`src/rtl/id_gen_if.sv`:
```
// Stream bundle between the ID source, id_gen and the downstream checker.
// The out_err wire exists only when IDG_ERR_CHECK_EN is defined.
interface id_gen_if;
  logic       in_valid;
  logic [5:0] in_id;
  logic       in_ready;
  logic       out_valid;
  logic [5:0] out_id;
`ifdef IDG_ERR_CHECK_EN
  logic       out_err;

  modport master (
    output in_valid, in_id,
    input  in_ready, out_valid, out_id, out_err
  );
  modport slave (
    input  in_valid, in_id,
    output in_ready, out_valid, out_id, out_err
  );
`else
  modport master (
    output in_valid, in_id,
    input  in_ready, out_valid, out_id
  );
  modport slave (
    input  in_valid, in_id,
    output in_ready, out_valid, out_id
  );
`endif
endinterface

```
`src/rtl/id_gen.sv`:
```
// National ID generator: collects letter code + N_DIGITS digits, appends the check digit
// and streams the full frame. Optional range checking with out_err: IDG_ERR_CHECK_EN.
module id_gen #(
  parameter int N_DIGITS   = 8,
  parameter int LETTER_MIN = 10,
  parameter int LETTER_MAX = 35
) (
  input logic     clk,
  input logic     rst,
  id_gen_if.slave bus
);

  typedef enum logic [1:0] {
    IDLE    = 2'd0,
    COLLECT = 2'd1,
    CHECK   = 2'd2,
    EMIT    = 2'd3
  } state_t;

  localparam int IW = $clog2(N_DIGITS + 3);
  localparam logic [IW-1:0] LAST_IDX = IW'(N_DIGITS);
  localparam logic [IW-1:0] CHK_IDX  = IW'(N_DIGITS + 1);
  localparam logic [IW-1:0] END_IDX  = IW'(N_DIGITS + 2);

  state_t        state_r;
  logic [IW-1:0] idx_r;
  logic [IW-1:0] ocnt_r;
  logic [3:0]    sum_r;
  logic [3:0]    check_r;
  logic [5:0]    buf_r [0:N_DIGITS];
  logic          in_ready_r;
  logic          out_valid_r;
  logic [5:0]    out_id_r;
  logic          accept_s;

  // Weighted contribution of one entry, reduced mod 10; entry 0 splits into tens/units.
  function automatic logic [3:0] term_mod10(input logic [5:0] v, input logic [IW-1:0] pos);
    logic [9:0] v_ext;
    logic [9:0] w;
    logic [9:0] p;
    v_ext = {4'd0, v};
    if (pos == '0) begin
      w = 10'd9;
      p = (v_ext / 10'd10) + w * (v_ext % 10'd10);
    end else begin
      w = 10'(N_DIGITS + 1) - 10'(pos);
      p = v_ext * w;
    end
    return 4'(p % 10'd10);
  endfunction

  function automatic logic [3:0] add_mod10(input logic [3:0] a, input logic [3:0] b);
    logic [4:0] s;
    s = {1'b0, a} + {1'b0, b};
    return (s >= 5'd10) ? 4'(s - 5'd10) : s[3:0];
  endfunction

  function automatic logic entry_bad(input logic [5:0] v, input logic [IW-1:0] pos);
    if (pos == '0) begin
      return (v < 6'(LETTER_MIN)) || (v > 6'(LETTER_MAX));
    end else begin
      return v > 6'd9;
    end
  endfunction

  assign accept_s      = bus.in_valid && in_ready_r && (state_r == COLLECT);
  assign bus.in_ready  = in_ready_r;
  assign bus.out_valid = out_valid_r;
  assign bus.out_id    = out_id_r;

  // Frame FSM: collect, compute check digit, emit; all outputs registered.
  always_ff @(posedge clk) begin
    if (rst) begin
      state_r     <= IDLE;
      idx_r       <= '0;
      ocnt_r      <= '0;
      sum_r       <= 4'd0;
      check_r     <= 4'd0;
      in_ready_r  <= 1'b0;
      out_valid_r <= 1'b0;
      out_id_r    <= 6'd0;
      for (int i = 0; i <= N_DIGITS; i++) begin
        buf_r[i] <= 6'd0;
      end
    end else begin
      case (state_r)
        IDLE: begin
          state_r    <= COLLECT;
          in_ready_r <= 1'b1;
        end
        COLLECT: begin
          if (accept_s) begin
            buf_r[idx_r] <= bus.in_id;
            sum_r        <= add_mod10(sum_r, term_mod10(bus.in_id, idx_r));
            if (idx_r == LAST_IDX) begin
              state_r    <= CHECK;
              in_ready_r <= 1'b0;
              idx_r      <= '0;
            end else begin
              idx_r <= idx_r + 1'b1;
            end
          end else begin
            idx_r <= idx_r;
          end
        end
        CHECK: begin
          check_r     <= (sum_r == 4'd0) ? 4'd0 : 4'd10 - sum_r;
          sum_r       <= 4'd0;
          out_valid_r <= 1'b1;
          out_id_r    <= buf_r[0];
          ocnt_r      <= {{(IW-1){1'b0}}, 1'b1};
          state_r     <= EMIT;
        end
        EMIT: begin
          if (ocnt_r == END_IDX) begin
            out_valid_r <= 1'b0;
            out_id_r    <= 6'd0;
            ocnt_r      <= '0;
            in_ready_r  <= 1'b1;
            state_r     <= COLLECT;
          end else if (ocnt_r == CHK_IDX) begin
            out_id_r <= {2'b00, check_r};
            ocnt_r   <= ocnt_r + 1'b1;
          end else begin
            out_id_r <= buf_r[ocnt_r];
            ocnt_r   <= ocnt_r + 1'b1;
          end
        end
        default: begin
          state_r     <= IDLE;
          in_ready_r  <= 1'b0;
          out_valid_r <= 1'b0;
          out_id_r    <= 6'd0;
        end
      endcase
    end
  end

`ifdef IDG_ERR_CHECK_EN
  logic err_r;
  logic out_err_r;

  assign bus.out_err = out_err_r;

  // Sticky per-frame range error, reported only on the check-digit beat.
  always_ff @(posedge clk) begin
    if (rst) begin
      err_r     <= 1'b0;
      out_err_r <= 1'b0;
    end else begin
      if ((state_r == IDLE) || ((state_r == EMIT) && (ocnt_r == END_IDX))) begin
        err_r <= 1'b0;
      end else if (accept_s && entry_bad(bus.in_id, idx_r)) begin
        err_r <= 1'b1;
      end else begin
        err_r <= err_r;
      end
      out_err_r <= ((state_r == EMIT) && (ocnt_r == CHK_IDX)) ? err_r : 1'b0;
    end
  end
`else
  // Without range checking, out-of-range entries run through the same arithmetic.
`endif

endmodule

```
`src/flat_wrapper.sv`:
```
// flat-port wrapper written by rule: the top's interface ports become plain ports
module id_gen_flat 
#(
  parameter int N_DIGITS   = 8,
  parameter int LETTER_MIN = 10,
  parameter int LETTER_MAX = 35
)
  (clk, rst, bus_in_valid, bus_in_id, bus_in_ready, bus_out_valid, bus_out_id);
  id_gen_if bus_i ();
  input logic clk;
  input logic rst;
  input wire logic [$bits(bus_i.in_valid)-1:0] bus_in_valid;
  input wire logic [$bits(bus_i.in_id)-1:0] bus_in_id;
  output wire logic [$bits(bus_i.in_ready)-1:0] bus_in_ready;
  output wire logic [$bits(bus_i.out_valid)-1:0] bus_out_valid;
  output wire logic [$bits(bus_i.out_id)-1:0] bus_out_id;
  assign bus_i.in_valid = bus_in_valid;
  assign bus_i.in_id = bus_in_id;
  assign bus_in_ready = bus_i.in_ready;
  assign bus_out_valid = bus_i.out_valid;
  assign bus_out_id = bus_i.out_id;
  id_gen #(.N_DIGITS(N_DIGITS), .LETTER_MIN(LETTER_MIN), .LETTER_MAX(LETTER_MAX)) u_core (.clk(clk), .rst(rst), .bus(bus_i));
endmodule
```
`config.mk`:
```
export PLATFORM = sky130hd
export DESIGN_NAME = id_gen_flat
export DESIGN_NICKNAME = d
export VERILOG_FILES = /design/src/rtl/id_gen_if.sv /design/src/rtl/id_gen.sv /design/src/flat_wrapper.sv
export SDC_FILE = /design/constraint.sdc
export NUM_CORES = 1
export LEC_CHECK = 0
export ABC_AREA = 0
export BUFFER_PORTS_ARGS = -buffer_cell sky130_fd_sc_hd__buf_2
export CORE_MARGIN = 8
export CORE_UTILIZATION = 57
export CTS_BUF_LIST = sky130_fd_sc_hd__clkbuf_4 sky130_fd_sc_hd__clkbuf_8 sky130_fd_sc_hd__clkbuf_16
export CTS_CLUSTER_SIZE = 10
export DETAILED_ROUTE_END_ITERATION = 8
export PLACE_DENSITY = 0.73
export SLEW_MARGIN = 20
export SYNTH_ARGS = -nofsm -noshare
export SYNTH_HDL_FRONTEND = slang
export SYNTH_SLANG_ARGS = --single-unit
export TNS_END_PERCENT = 5
```
`constraint.sdc`:
```
create_clock -name clk -period 22.2 [get_ports clk]
set_input_delay 6.66 -clock clk [delete_from_list [all_inputs] [get_ports clk]]
set_output_delay 6.66 -clock clk [all_outputs]
set_load 0.03 [all_outputs]
```
# == Word level (Yosys, flattened, before mapping) ==
# Memories as Yosys holds them, arrays and structs flattened. A register that Yosys moved wholly into a read port is not among the register bits.
# Cells that the tools add are included.
# op_classes
muxes,35
eq_ne,9
add_sub_neg,7
multipliers,2
order_cmp,1
div,3
n_reduce_logical,14
# ops
operator,n
two-way mux 10 bit,4
two-way mux 4 bit,8
two-way mux 6 bit,3
one-hot mux 4 bit (2 select lines),2
"equality test 4 bit, second input constant",3
one-hot mux 6 bit (2 select lines),1
two-way mux 1 bit,11
adder 10 bit,1
"divider 6 x 4 -> 10 bit, second input constant",1
"modulo 10 x 4 -> 10 bit, second input constant",1
"modulo 6 x 4 -> 10 bit, second input constant",1
"multiplier 4 x 10 -> 10 bit, first input constant",1
multiplier 6 x 10 -> 10 bit,1
"adder 4 x 1 -> 4 bit, second input constant",2
logical NOT 4 bit,2
one-hot mux 2 bit (4 select lines),1
two-way mux 2 bit,3
AND reduction 2 bit,3
OR reduction 6 bit,1
adder 4 x 4 -> 5 bit,1
"greater-or-equal comparator 5 x 4 -> 1 bit, second input constant",1
"subtractor 4 x 4 -> 5 bit, first input constant",1
"equality test 2 bit, second input constant",2
"inequality test 2 x 1 -> 1 bit, second input constant",2
other kinds (12),14
# totals
elab_cells,80
output_inout_bits,8
ff_bits,26
in_bits,9
memories,1
ram_bits,54
# mem_list
memory,words,width,read_ports,rd_clocked_by_memory_dff,write_ports,line_no,source
u_core.buf_r,9,6,2,1,9,id_gen.sv:30,logic [5:0] buf_r [0:N_DIGITS];

# == Logic depth before layout (Yosys ltp) ==
# depth
ltp_word,13
ltp_mapped,39
depth_no_buf,37

# == Worst setup path before layout ==
# OpenSTA, ideal clock, no wires.
# synth_timing
kind,in2reg
start,in bus_in_id[2]
end,reg u_core.sum_r[1]
t_required_ns,22.135
setup_time_ns,0.065
arrival_time_ns,14.326
path_buffers,2
stages,33
setup_slack_ns,7.809
cell_sequence,clkbuf_1 > clkbuf_1 > and2_1 > fa_1 > inv_1 > fa_1 > inv_1 > fa_1 > ha_1 > a21oi_1 > nor2b_1 > or4_1 > o22a_1 > o211ai_1 > mux2i_1 > a31oi_1 > o2111ai_1 > o221a_2 > o22ai_1 > ha_1 > nand4b_1 > and4_1 > nor3_1 > o21a_1 > mux2i_1 > fa_1 > xnor2_1 > ha_1 > or3_1 > a31oi_1 > o21a_1 > a22oi_1 > nor2_1
# synth_via
elab_chain_len,13
word_cells_on_any_way,16
classes_between,add/sub (3); mul (2); div (3); order compare (1); mux (7)
# synth_lines
item,line_no,source
start: declaration,flat_wrapper.sv:13,input wire logic [$bits(bus_i.in_id)-1:0] bus_in_id;
modulo 6 x 4 -> 10 bit,id_gen.sv:44,p = (v_ext / 10'd10) + w * (v_ext % 10'd10);
multiplier 4 x 10 -> 10 bit,id_gen.sv:44,
adder 10 bit,id_gen.sv:44,
two-way mux 10 bit *,id_gen.sv:42,if (pos == '0) begin
two-way mux 10 bit *,id_gen.sv:92,if (accept_s) begin
two-way mux 10 bit *,id_gen.sv:86,case (state_r)
two-way mux 10 bit *,id_gen.sv:73,if (rst) begin
modulo 10 x 4 -> 10 bit *,id_gen.sv:49,return 4'(p % 10'd10);
adder 4 x 4 -> 5 bit *,id_gen.sv:54,"s = {1'b0, a} + {1'b0, b};"
subtractor 4 bit / greater-or-equal comparator 5 x 4 -> 1 bit (equally long branches),id_gen.sv:55,return (s >= 5'd10) ? 4'(s - 5'd10) : s[3:0];
two-way mux 4 bit *,id_gen.sv:55,
two-way mux 4 bit *,id_gen.sv:92,
one-hot mux 4 bit (2 select lines) *,id_gen.sv:86,
end signal: assignment,id_gen.sv:94,"sum_r <= add_mod10(sum_r, term_mod10(bus.in_id, idx_r));"
end: declaration,id_gen.sv:28,logic [3:0] sum_r;
# Every way passes the cells marked *; elsewhere a longest branch is shown, timed or not. The select of a mux whose other input is x is not followed.
# A chain may end at the register's enable or synchronous reset.

# == Worst setup path after layout ==
# layout_timing
start,in bus_in_id[4]
end,reg u_core.sum_r[1]
# The elaborated chain is that of the path after synthesis.

==> impl_metrics.ini <==
[outcome]
status = completed

[finish]
nFillCells = 1172
num-nets-final = 935
area_growth_pct = 8.734
antenna_cells = 0
drive_gt1_share_pct = 12.04

[yosys]
yosysMostFrequentCell = edfxtp_1
seq_area_frac_synth_pct = 39.28
synth_top_area_share_pct = 32.51
synth_commonest_cells = edfxtp_1, nor2_1, nand2_1
async_reset_ff_share_pct = 0
ys_ff_latch = 126
synthDistinctLibCells = 77
synth_edf_count = 96
yosys_warnings = 0
yosys.area.top_type = edfxtp_1
netlist_instances = 859
synth-main-ff-cell = edfxtp_1
netlist_area_sq_um = 8867
synth_area_leaders = edfxtp_1, mux4_2, ha_1, dfxtp_1, fa_1
postSynthAreaPerCell_sq_um = 10.32

[clock_network]
ctsResizeCount = 0
cts_setup_buffers = 0
cts.sinks = 126
cts-htree-levels = 4
cts_buffer_depth = 2
cts_root_buffer = clkbuf_16
cts_buffers = 17
clk_pin_slew_worst_paths_ns = 0.05
cts_hold_buf = 0
clk_latency_ns = 0.41
cts_tree = yes

[critical_path]
critPathLaunchType = primary input
critPathMaxStageDelay_ns = 0.80
cpMostUsedCell = ha_1
cp-end-kind = flop
crit_arrival_ns = 15.76
cp_max_fo = 37
crit_type = primary input to flop
required_ns = 22.54
slowest_stage = mux2i_2

[global_route]
grt_max_degree = 40
grt_pass1_vias = 6541
grt_pass1_wl_um = 33020
antenna_found_initial = 0
groute.usage.overall_pct = 20.72
grt_overflow = 0

[drt]
first_pass_iters = 6
routedWlPerCell_um = 19.26
drt_iter0_drc = 485
num_vias = 6658
vias_per_cell = 6.329
ant_nets = 0
drc = 0
drt-total-wl_um = 20260

[timing]
rsz0062_at_grt = false
clock-skew-final_ns = 0.007573
hold_viol = 0
timing.hold.ws_ns = 0.4702
period_needed_ns = 15.42
slew_violations = 0
max_slew.worst_pin.slew_ns = 0.9945
finalCritPeriodShare_pct = 69.44
setup_viol = 0
slew_headroom_pct = 32.39
tns_ns = 0
max_freq_mhz = 64.87

[die]
num_rows = 45
die_y_um = 140.7
die_area_sq_um = 19800
start_util_pct = 58.33
design.core.area_sq_um = 15200
ios = 17
die_x_um = 140.7

[power]
worst_ir_drop_vdd_v = 0.00008134
pwr_density_cell_nw_per_um2 = 121.5
p_leak_nw = 3.712

[placement]
place.detailed.hpwl_um = 14410
portBuffers = 16
place_congestion = 0.9157

[job]
maxCapViolCount = 0

[worst_hold_path]
hold_path.class = flop to flop
-- stage by stage --
stage               instances  setup slack (ns)  instance area, sq um  util, %  total power [W]
floorplan                 862             7.809                  8879        -        0.0007635
global placement         1021             7.056                  9017    59.32        0.0008515
detailed placement       1021             6.452                  9017    59.32        0.0008751
CTS                      1052             6.907                  9642    63.42         0.001167
global route             1052             6.145                  9642    63.42         0.001245
finish                   1052             6.784                  9642    63.42         0.001171
-- kinds of logic (layout without fill, tap and decap cells) --
kind of cell	after synthesis	in the layout	synth area share, %
AOI/OAI and AO/OA	169	169	13.14
xor gates and xnor gates	29	29	3.274
adders and majority gates	75	75	12.33
buffers and inverters	89	91	3.979
DFF	126	126	39.28
muxes	46	46	9.496
other	1	4	0.04229
and+or+nand+nor	324	324	18.46
-- power by group --
part | internal (W) | leakage, nW | switching (W)
Sequential | 0.000270 | 1.18 | 0.0000134
Combinational | 0.000242 | 2.24 | 0.000355
Clock | 0.000196 | 0.297 | 0.0000950
Total | 0.000708 | 3.71 | 0.000463
-- state kept, by name, indices dropped and copies added, names as in the netlist, named ones only --
| name | flops |
|---|---|
| u_core.buf_r | 96 |
| u_core.bus.out_id | 6 |
| u_core.check_r | 4 |
| u_core.idx_r | 4 |
| u_core.ocnt_r | 4 |
| u_core.sum_r | 4 |
| u_core.state_r | 2 |
| u_core.bus.in_ready | 1 |
| u_core.bus.out_valid | 1 |
-- placed cells by master (no fill, tap or decap), types with 16 or more instances in the layout --
cell type	instances
fa_1	21
dfxtp_1	30
nor2_1	85
nand3_1	18
nand2_1	64
inv_1	41
buf_2	16
mux4_2	30
edfxtp_1	96
o21ai_0	24
clkbuf_16	17
nor3_1	31
and2_1	45
ha_1	53
a21oi_1	37
-- cell type report --
type	count	area, sq um	share of cell area, %
multi-input combinational	647	5042	52.30
sequential	126	3483	36.13
clock inverter	14	198.9	2.063
timing repair buffer	19	102.6	1.064
inverter	41	153.9	1.596
clock buffer	17	425.4	4.412
tap	188	235.2	2.440
-- final timing paths --
| path | from | to | slack (ns) | depth (start not counted) |
|---|---|---|---|---|
| max | bus_in_id[4] | u_core.sum_r[1] | 6.78 | 37 |
| min | u_core.bus.out_valid | u_core.bus.out_valid | 0.47 | 2 |
| max reg2reg | u_core.idx_r[2] | u_core.sum_r[1] | 12.31 | 33 |
| min reg2reg | u_core.bus.out_valid | u_core.bus.out_valid | 0.47 | 2 |
-- critical path, delay by kind of cell --
family,cells,cell delay [ns]
xor+xnor,2,0.30
mux,2,0.92
compound gates,15,3.07
fa+ha+maj,7,2.21
simple gates,10,2.12
buf+inv,1,0.46
-- metal layers --
| layer | GRT usage, % | wire length, um | vias to the layer above |
|---|---|---|---|
| met3 | 2.566 | 945 | 31 |
| li1 | - | - | 3164 |
| met4 | 7.070 | 322 | 0 |
| met5 | 0 | 0 | - |
| met2 | 36.96 | 10430 | 239 |
| met1 | 25.44 | 8567 | 3224 |
Power figures use the tool's default switching activity.
